--- src/rtl/exprom_pkg.sv ---
// Shared types and defaults for the expansion-ROM target controller.
package exprom_pkg;

    localparam int          ROM_AW    = 9;
    localparam logic [31:0] FILL_DATA = 32'hFFFF_FFFF;

    typedef enum logic [1:0] {
        IDLE   = 2'd0,
        RMW_RD = 2'd1,
        RMW_WR = 2'd2
    } state_t;

    // Byte-lane merge for partial writes: enabled lanes take new data.
    function automatic logic [31:0] lane_merge(input logic [3:0]  be,
                                               input logic [31:0] wdata,
                                               input logic [31:0] old);
        logic [31:0] r;
        r = old;
        for (int i = 0; i < 4; i++) begin
            if (be[i]) r[8*i +: 8] = wdata[8*i +: 8];
        end
        return r;
    endfunction

endpackage

--- src/rtl/exprom_rsp_fifo.sv ---
// Two-entry valid/ready read-response buffer with occupancy output.
module exprom_rsp_fifo (
    input  logic        clk,
    input  logic        reset_n,
    input  logic        push_valid,
    input  logic [31:0] push_data,
    output logic        pop_valid,
    input  logic        pop_ready,
    output logic [31:0] pop_data,
    output logic [1:0]  count
);

    logic [31:0] mem [2];
    logic        wr_ptr;
    logic        rd_ptr;
    logic        pop;

    assign pop       = pop_valid & pop_ready;
    assign pop_valid = (count != 2'd0);
    assign pop_data  = mem[rd_ptr];

    // Push into a full buffer only happens together with a pop of the same slot.
    always_ff @(posedge clk or negedge reset_n) begin
        if (!reset_n) begin
            mem[0] <= '0;
            mem[1] <= '0;
            wr_ptr <= 1'b0;
            rd_ptr <= 1'b0;
            count  <= 2'd0;
        end else begin
            if (push_valid) begin
                mem[wr_ptr] <= push_data;
                wr_ptr      <= ~wr_ptr;
            end
            if (pop) rd_ptr <= ~rd_ptr;
            count <= count + {1'b0, push_valid} - {1'b0, pop};
        end
    end

endmodule

--- src/rtl/exprom_ctrl.sv ---
// Expansion-ROM target controller: read streaming through a response buffer,
// full-word writes, read-modify-write for partial writes, locked-write drop counter.
module exprom_ctrl #(
    parameter int          ROM_AW    = exprom_pkg::ROM_AW,
    parameter logic [31:0] FILL_DATA = exprom_pkg::FILL_DATA
) (
    input  logic              clk,
    input  logic              reset_n,
    input  logic              req_valid,
    output logic              req_ready,
    input  logic              req_write,
    input  logic [ROM_AW-1:0] req_addr,
    input  logic [3:0]        req_be,
    input  logic [31:0]       req_wdata,
    output logic              rsp_valid,
    input  logic              rsp_ready,
    output logic [31:0]       rsp_data,
    input  logic              rom_decode,
    input  logic              wr_unlock,
    output logic [ROM_AW-1:0] rom_address,
    output logic              rom_enable,
    output logic              rom_wren,
    output logic [31:0]       rom_dinp,
    input  logic [31:0]       rom_dout,
    output logic [7:0]        wr_drop_cnt,
    output logic [1:0]        state_dbg
);
    import exprom_pkg::*;

    // Handshakes: a request moves on a clock edge where req_valid & req_ready;
    // a response moves where rsp_valid & rsp_ready. Neither side may retract
    // valid before the transfer, and rsp_data holds while stalled.

    state_t      state;
    logic        rdy_en;
    logic        inflight;
    logic        inflight_fill;
    logic [3:0]  rmw_be;
    logic [31:0] rmw_data;
    logic [1:0]  buf_count;
    logic [1:0]  occ;
    logic        buf_pop;
    logic        acc;

    assign buf_pop   = rsp_valid & rsp_ready;
    // Credit counts the read still in the array and returns the slot popped this cycle.
    assign occ       = buf_count + {1'b0, inflight} - {1'b0, buf_pop};
    assign acc       = req_valid & req_ready;
    assign state_dbg = state;

    always_comb begin
        req_ready = 1'b0;
        if (rdy_en && state == IDLE) begin
            if (!req_write)                        req_ready = (occ < 2'd2);
            else if (wr_unlock && req_be == 4'hF)  req_ready = !inflight;
            else                                   req_ready = 1'b1;
        end
    end

    exprom_rsp_fifo u_rsp_fifo (
        .clk        (clk),
        .reset_n    (reset_n),
        .push_valid (inflight),
        .push_data  (inflight_fill ? FILL_DATA : rom_dout),
        .pop_valid  (rsp_valid),
        .pop_ready  (rsp_ready),
        .pop_data   (rsp_data),
        .count      (buf_count)
    );

    always_ff @(posedge clk or negedge reset_n) begin
        if (!reset_n) begin
            state         <= IDLE;
            rdy_en        <= 1'b0;
            inflight      <= 1'b0;
            inflight_fill <= 1'b0;
            rmw_be        <= '0;
            rmw_data      <= '0;
            rom_address   <= '0;
            rom_enable    <= 1'b0;
            rom_wren      <= 1'b0;
            rom_dinp      <= '0;
            wr_drop_cnt   <= '0;
        end else begin
            rdy_en     <= 1'b1;
            rom_enable <= 1'b0;
            rom_wren   <= 1'b0;
            inflight   <= 1'b0;
            case (state)
                IDLE: begin
                    if (acc) begin
                        if (!req_write) begin
                            inflight      <= 1'b1;
                            inflight_fill <= !rom_decode;
                            rom_address   <= req_addr;
                            rom_enable    <= rom_decode;
                        end else if (req_be == 4'h0) begin
                            // empty write: accepted and discarded
                        end else if (!wr_unlock) begin
                            if (wr_drop_cnt != 8'hFF) wr_drop_cnt <= wr_drop_cnt + 8'd1;
                        end else if (req_be == 4'hF) begin
                            rom_address <= req_addr;
                            rom_enable  <= 1'b1;
                            rom_wren    <= 1'b1;
                            rom_dinp    <= req_wdata;
                        end else begin
                            rom_address <= req_addr;
                            rom_enable  <= 1'b1;
                            rmw_be      <= req_be;
                            rmw_data    <= req_wdata;
                            state       <= RMW_RD;
                        end
                    end
                end
                RMW_RD: begin
                    rom_dinp   <= lane_merge(rmw_be, rmw_data, rom_dout);
                    rom_enable <= 1'b1;
                    rom_wren   <= 1'b1;
                    state      <= RMW_WR;
                end
                RMW_WR: state <= IDLE;
                default: state <= IDLE;
            endcase
        end
    end

endmodule
--- config.mk ---
export PLATFORM = sky130hd
export DESIGN_NAME = exprom_ctrl
export DESIGN_NICKNAME = d
export VERILOG_FILES = /design/src/rtl/exprom_pkg.sv /design/src/rtl/exprom_rsp_fifo.sv /design/src/rtl/exprom_ctrl.sv
export SDC_FILE = /design/constraint.sdc
export NUM_CORES = 1
export LEC_CHECK = 0
export BUFFER_PORTS_ARGS = -buffer_cell sky130_fd_sc_hd__buf_4
export CAP_MARGIN = 20
export CORE_MARGIN = 10
export CORE_UTILIZATION = 54
export CTS_CLUSTER_SIZE = 16
export DETAILED_ROUTE_END_ITERATION = 16
export HOLD_SLACK_MARGIN = 0.03
export PLACE_DENSITY = 0.79
export SLEW_MARGIN = 0
export SYNTH_ARGS = -nofsm -noshare
export SYNTH_HDL_FRONTEND = slang
export SYNTH_SLANG_ARGS = --single-unit
--- constraint.sdc ---
create_clock -name clk -period 3.7 [get_ports clk]
set_input_delay 0.555 -clock clk [delete_from_list [all_inputs] [get_ports clk]]
set_output_delay 0.555 -clock clk [all_outputs]
set_load 0.01 [all_outputs]
After elaboration in Yosys (flattened, before gate mapping)

Cells that the tools add are included.

Register bits after elaboration: 160
Input port bits: 84
Output and inout port bits: 87
Logic and storage cells: 102

Add/sub/neg operators: 3
Order comparisons: 4
Eq/ne operators: 11
Mux-type cells: 43
Bitwise gates (word level): 10
Reduce and logical (&&, ||, !) cells: 15

Operators by type and width:

| operator                                                        | number |
|---|---|
| 32-bit two-way mux                                              | 10 |
| 64-bit bitwise mux                                              | 1 |
| 32-bit one-hot mux with 2 select lines                          | 1 |
| 32-bit demux with 1-bit select                                  | 1 |
| 8-bit two-way mux                                               | 4 |
| 9-bit two-way mux                                               | 3 |
| 6-bit AND reduction                                             | 3 |
| 1-bit two-way mux                                               | 15 |
| 2-bit != test, second input constant                            | 6 |
| 2-bit two-way mux                                               | 5 |
| 8-bit by 1-bit adder with 8-bit output, second input constant   | 1 |
| 8-bit != test, second input constant                            | 1 |
| 1-bit inverter                                                  | 6 |
| 5-bit AND reduction                                             | 1 |
| 4-bit equality test, second input constant                      | 1 |
| 2-bit greater-or-equal comparator, second input constant        | 2 |
| 4-bit zero test                                                 | 1 |
| 2-bit by 1-bit != test with 1-bit output, second input constant | 2 |
| 1-bit inverter with 2-bit output                                | 2 |
| 1-bit one-hot mux with 2 select lines                           | 2 |
| 2-bit one-hot mux with 2 select lines                           | 1 |
| 4-bit AND reduction                                             | 1 |
| 2-bit nonzero test                                              | 2 |
| 1-bit logical AND                                               | 3 |
| other kinds (9)                                                 | 11 |

Logic depth before layout (Yosys ltp)

Word-level depth: 9
Mapped depth: 10
Mapped depth without buffers: 9

Modules after synthesis

A second synthesis with hierarchy kept.

Cell total of the unflattened synthesis: 590
Area, all modules: 7611.0 µm²

By module, submodules not included:

| module          | instances | cells an instance | area each (µm²) | sequential area each (µm²) |
|---|---|---|---|---|
| exprom_ctrl     | 1         | 403               | 4623.2          | 2302.2 |
| exprom_rsp_fifo | 1         | 187               | 2987.9          | 1701.6 |

Least setup slack after synthesis

Ideal clock, no wire load.

Kind: reg-to-reg
Start point: register u_rsp_fifo.count[1]
End point: register rmw_be[0]
Setup time: 0.125 ns
Arrival: 2.704 ns
Required time: 3.575 ns
Slack: 0.871 ns
Cell stages (with the launch flop): 11
Path buffers: 1
Period minus slack after synthesis: 2.829 ns
Cells stage by stage: dfrtp_1 > or2_2 > and2_1 > ha_1 > inv_1 > ha_1 > xnor3_2 > o221ai_4 > nor3_4 > buf_6 > mux2_2

Longest elaborated chain between the ends: 8
Elaborated cells on any way between the ends: 9
Those cells by class: add/sub (2); order compare (1); mux (2); bitwise (2); reduce/logical (2)

Ends and longest elaborated chain:

| what                                        | RTL line              | RTL |
|---|---|---|
| from (decl)                                 | exprom_rsp_fifo.sv:10 | `output logic [1:0] count` |
| from (signal assigned)                      | exprom_rsp_fifo.sv:36 | `count <= count + {1'b0, push_valid} - {1'b0, pop};` |
| 2-bit nonzero test                          | exprom_rsp_fifo.sv:19 | `assign pop_valid = (count != 2'd0);` |
| via rsp_valid                               | exprom_ctrl.sv:15     | `output logic rsp_valid,` |
| 1-bit AND                                   | exprom_ctrl.sv:45     | `assign buf_pop = rsp_valid & rsp_ready;` |
| via buf_pop                                 | exprom_ctrl.sv:42     | `logic buf_pop;` |
| 2-bit by 1-bit subtractor with 2-bit output | exprom_ctrl.sv:47     | `assign occ = buf_count + {1'b0, inflight} - {1'b0, buf_pop};` |
| 2-bit < comparator                          | exprom_ctrl.sv:54     | `if (!req_write) req_ready = (occ < 2'd2);` |
| 1-bit two-way mux                           | exprom_ctrl.sv:54     |  |
| 1-bit two-way mux                           | exprom_ctrl.sv:53     | `if (rdy_en && state == IDLE) begin` |
| 1-bit AND                                   | exprom_ctrl.sv:48     | `assign acc = req_valid & req_ready;` |
| 6-bit AND reduction (no source line)        | n/a                   |  |
| to (signal assigned)                        | exprom_ctrl.sv:109    | `rmw_be <= req_be;` |
| to (decl)                                   | exprom_ctrl.sv:38     | `logic [3:0] rmw_be;` |

The timed path passes the listed nets, and every way through them passes these cells.
A chain may end at the register's enable or synchronous reset.

Worst setup path in the final report

Start point: register u_rsp_fifo.count[1]
End point: output port req_ready

Longest elaborated chain between the ends: 6
Elaborated cells on any way between the ends: 7
Those cells by class: add/sub (2); order compare (1); mux (2); bitwise (1); reduce/logical (1)

Ends and longest elaborated chain:

| what                                        | RTL line              | RTL |
|---|---|---|
| 2-bit nonzero test                          | exprom_rsp_fifo.sv:19 |  |
| 1-bit AND                                   | exprom_ctrl.sv:45     |  |
| via buf_pop                                 | exprom_ctrl.sv:42     |  |
| 2-bit by 1-bit subtractor with 2-bit output | exprom_ctrl.sv:47     |  |
| 2-bit < comparator                          | exprom_ctrl.sv:54     |  |
| 1-bit two-way mux                           | exprom_ctrl.sv:54     |  |
| 1-bit two-way mux                           | exprom_ctrl.sv:53     |  |
| to (decl)                                   | exprom_ctrl.sv:10     | `output logic req_ready,` |

The timed path passes the listed nets, and every way through them passes these cells.

==> flow_summary.toml <==
[status]
status = "completed"

[critical_path]
crit_arrival_ns = 2.63
critical_path_buf_inv_count = 2
cpPeakStageDelay_ns = 0.40
crit_top_cell = "ha_1"
end_kind = "output port"
critPathRequiredTime_ns = 3.14
crit_fanout = 3
path_class = "reg2out"
path_cells = "or2_2 > and2_1 > ha_1 > inv_1 > ha_1 > xnor3_2 > o22ai_1 > nor4b_1 > buf_4"
crit_family = "simple AND/OR/NAND/NOR gates"
start_kind = "flip-flop"
cp_slowest_cell = "dfrtp_1"

[cells_and_area]
instances_no_fill = 1001
n_antenna_cell = 0
syn_to_final_growth_pct = 28.8
nets = 904
final_util = 0.719
drive_gt1_frac = 0.352

[die]
io_pins = 171
row_count = 41
core_area_sq_mm = 0.0127
die_area_sq_mm = 0.0181
die_h_microns = 135
initial_core_util = 0.558
dieWidth_microns = 135

[detailed_routing]
avgViaCountPerCell = 5.55
drt_iter0_drc = 457
ant_nets = 0
wl_per_cell_microns = 19.4
post-route-drc-count = 0
routed_wl_microns = 19400
drtPass1Iterations = 5
vias = 5555

[global_routing]
grt_antenna_before_repair = 0
grt_pass1_vias = 5790
grt_overflow = 0
grt_max_degree = 96
grt_pass1_wl_microns = 30700
track_usage = 0.212

[cts]
cts_made_buffers = 17
cts.repair.resized = 0
holdBufCountCts = 0
cts_max_path_buffers = 2
cts_max_level = 4
root_buffer = "clkbuf_16"
clk_pin_slew_ns = 0.06
cts_tree = "built"
cts_setup_buffers = 0
insertion_delay_ns = 0.42
clock-sinks = 160

[yosys]
synthTopCellsByArea = "dfrtp_1, mux2_2, nand2_1"
syn_nets = 751
synth.top_cell.area_share = 0.564
synth_warnings = 0
synth-xor-area-share = 0.0145
synth_area_per_cell_sq_um = 10.7
synth_fa_ha_area_frac = 0.00529
synth_compound_area_frac = 0.115
synth_mux_area_frac = 0.125
synth_cell_types = 40
synthSimpleGateAreaFrac = 0.145
seq_area_frac_synth = 0.564
synth_largest_area_cell = "dfrtp_1"
synth_top_family_by_area = "simple AND/OR/NAND/NOR gates"
netlist_area_sq_mm = 0.00710
synthCells = 664
ys_ff_latch = 160

[pwr]
p_total_uw = 7870
power_per_cell_area_mw_per_mm2 = 861
ir_drop_mv = 0.576
leakage_uw = 0.00414

[min_path]
worstHoldPathType = "in2async"

[sta]
hold_slack_ns = 0.214
max_slew_margin = 0.424
setup_violations = 0
fmax_mhz = 314
period_needed_ns = 3.19
slew_violations = 0
worstMarginPinSlew_ns = 0.864
tns_ns = 0
fin_skew_ns = 0.00749
finalCritPeriodShare = 0.862
hold_viol = 0
rsz0062_at_grt = "false"

[placed_design]
dp_hpwl_microns = 13700
finalWeightedCongestion = 0.882
dp.cells = 968
portBuffers = 170

[flow_run]
cap_viol_max_count = 0
==> placed cells by master, fill, tap and decap left out, types with 3 or more instances in the layout <==
| cell | instances |
|---|---|
| mux2_1 | 4 |
| ha_1 | 3 |
| mux2_2 | 74 |
| clkbuf_16 | 17 |
| o21ai_0 | 32 |
| a21oi_1 | 32 |
| nand2_1 | 101 |
| dfrtp_1 | 160 |
| clkbuf_8 | 4 |
| a31oi_1 | 32 |
| a211oi_1 | 32 |
| nor4_1 | 4 |
| inv_1 | 5 |
| nand4_1 | 4 |
| clkinv_2 | 4 |
| buf_12 | 3 |
| nand3_1 | 4 |
| buf_4 | 175 |
| bufinv_16 | 4 |
| xor2_1 | 9 |
| nor2_1 | 65 |
| nor2b_1 | 32 |
| nor3_1 | 3 |
==> flip-flops by register name, summed over array words and instances, names as in the netlist <==
signal and count:
u_rsp_fifo.rd_ptr 1, u_rsp_fifo.count 2, rom_dinp 32, u_rsp_fifo.wr_ptr 1, inflight 1, state_dbg 2
inflight_fill 1, rdy_en 1, rmw_data 32, rmw_be 4, rom_wren 1, rom_address 9
wr_drop_cnt 8, rom_enable 1, u_rsp_fifo.mem 64
==> worst reg2reg max path: stages, from the launching register on <==
cell,delay [ns]
dfrtp_1,0.40
or2_2,0.31
and2_1,0.19
ha_1,0.28
inv_1,0.04
ha_1,0.17
xnor3_2,0.27
o221ai_4,0.19
nor3_4,0.19
buf_4,0.46
mux2_2,0.41
==> metrics by stage <==
stage	setup WS, ns	cell area, sq um
after floorplan	0.871	7100
after global placement	0.764	8470
after global routing	0.367	9150
after CTS	0.482	9100
final	0.512	9150
after detailed placement	0.692	8470
==> cell families (layout without fill, tap and decap cells) <==
group	Yosys count	count (layout)
AOI/OAI and AO/OA	133	133
adders and majority gates	3	3
buffers and inverters	50	215
muxes	79	79
and+or+nand+nor	228	228
xor gates and xnor gates	10	10
other	1	1
DFF	160	160
==> cells in the mapped netlist (all sizes together) <==
cell and count:
mux2 78, a31oi 32, o21ai 33, nor4bb 1, buf 14, conb 1, a21o 1, nor4 4
xor2 9, and3 1, and2 2, nor4b 2, or2 1, nand2 101, o221ai 1, inv 5
xnor3 1, nor3 4, mux2i 1, o31ai 1, o22ai 1, dfrtp 160, nor2 65, or4 1
nand2b 3, nand4 4, clkbuf 31, and4bb 1, nor3b 1, and4 1, a21oi 32, a211oi 32
nor2b 32, nand3 4, ha 3
==> power by group <==
part,switching (uW),total [uW],internal [uW]
Combinational,1320,2820,1500
Clock,677,1870,1190
Sequential,609,3180,2580
==> layer usage <==
layer,GRT usage,share of wire,vias up
met3,0.0675,0.077,32
li1,-,-,2608
met5,0,0,-
met1,0.262,0.42,2729
met4,0.0834,0.023,0
met2,0.338,0.48,186
==> layout make-up <==
class                           instances  area [sq um]
Timing Repair Buffer                  179          1390
Clock inverter                         10           158
Fill cell                             929          3580
Inverter                                5          18.8
Clock buffer                           21           480
Multi-Input combinational cell        454          2880
Tap cell                              172           215
Sequential cell                       160          4000
==> worst paths after layout <==
check                                               start                             end  slack (ns)  cells after the start
min                                               reset_n         rom_dinp[5]$_DFFE_PN0P_        0.21                      1
max reg2reg                 u_rsp_fifo.count[1]$_DFF_PN0_        rmw_data[25]$_DFFE_PN0P_        0.68                     10
min reg2reg                u_rsp_fifo.mem[35]$_DFFE_PN0P_  u_rsp_fifo.mem[35]$_DFFE_PN0P_        0.48                      2
max in group asynchronous                         reset_n  u_rsp_fifo.mem[38]$_DFFE_PN0P_        2.61                      2
max                         u_rsp_fifo.count[1]$_DFF_PN0_                       req_ready        0.51                      9
min in group clk                               rom_decode       inflight_fill$_DFFE_PN0P_        0.34                      2
Power figures use the tool's default switching activity.
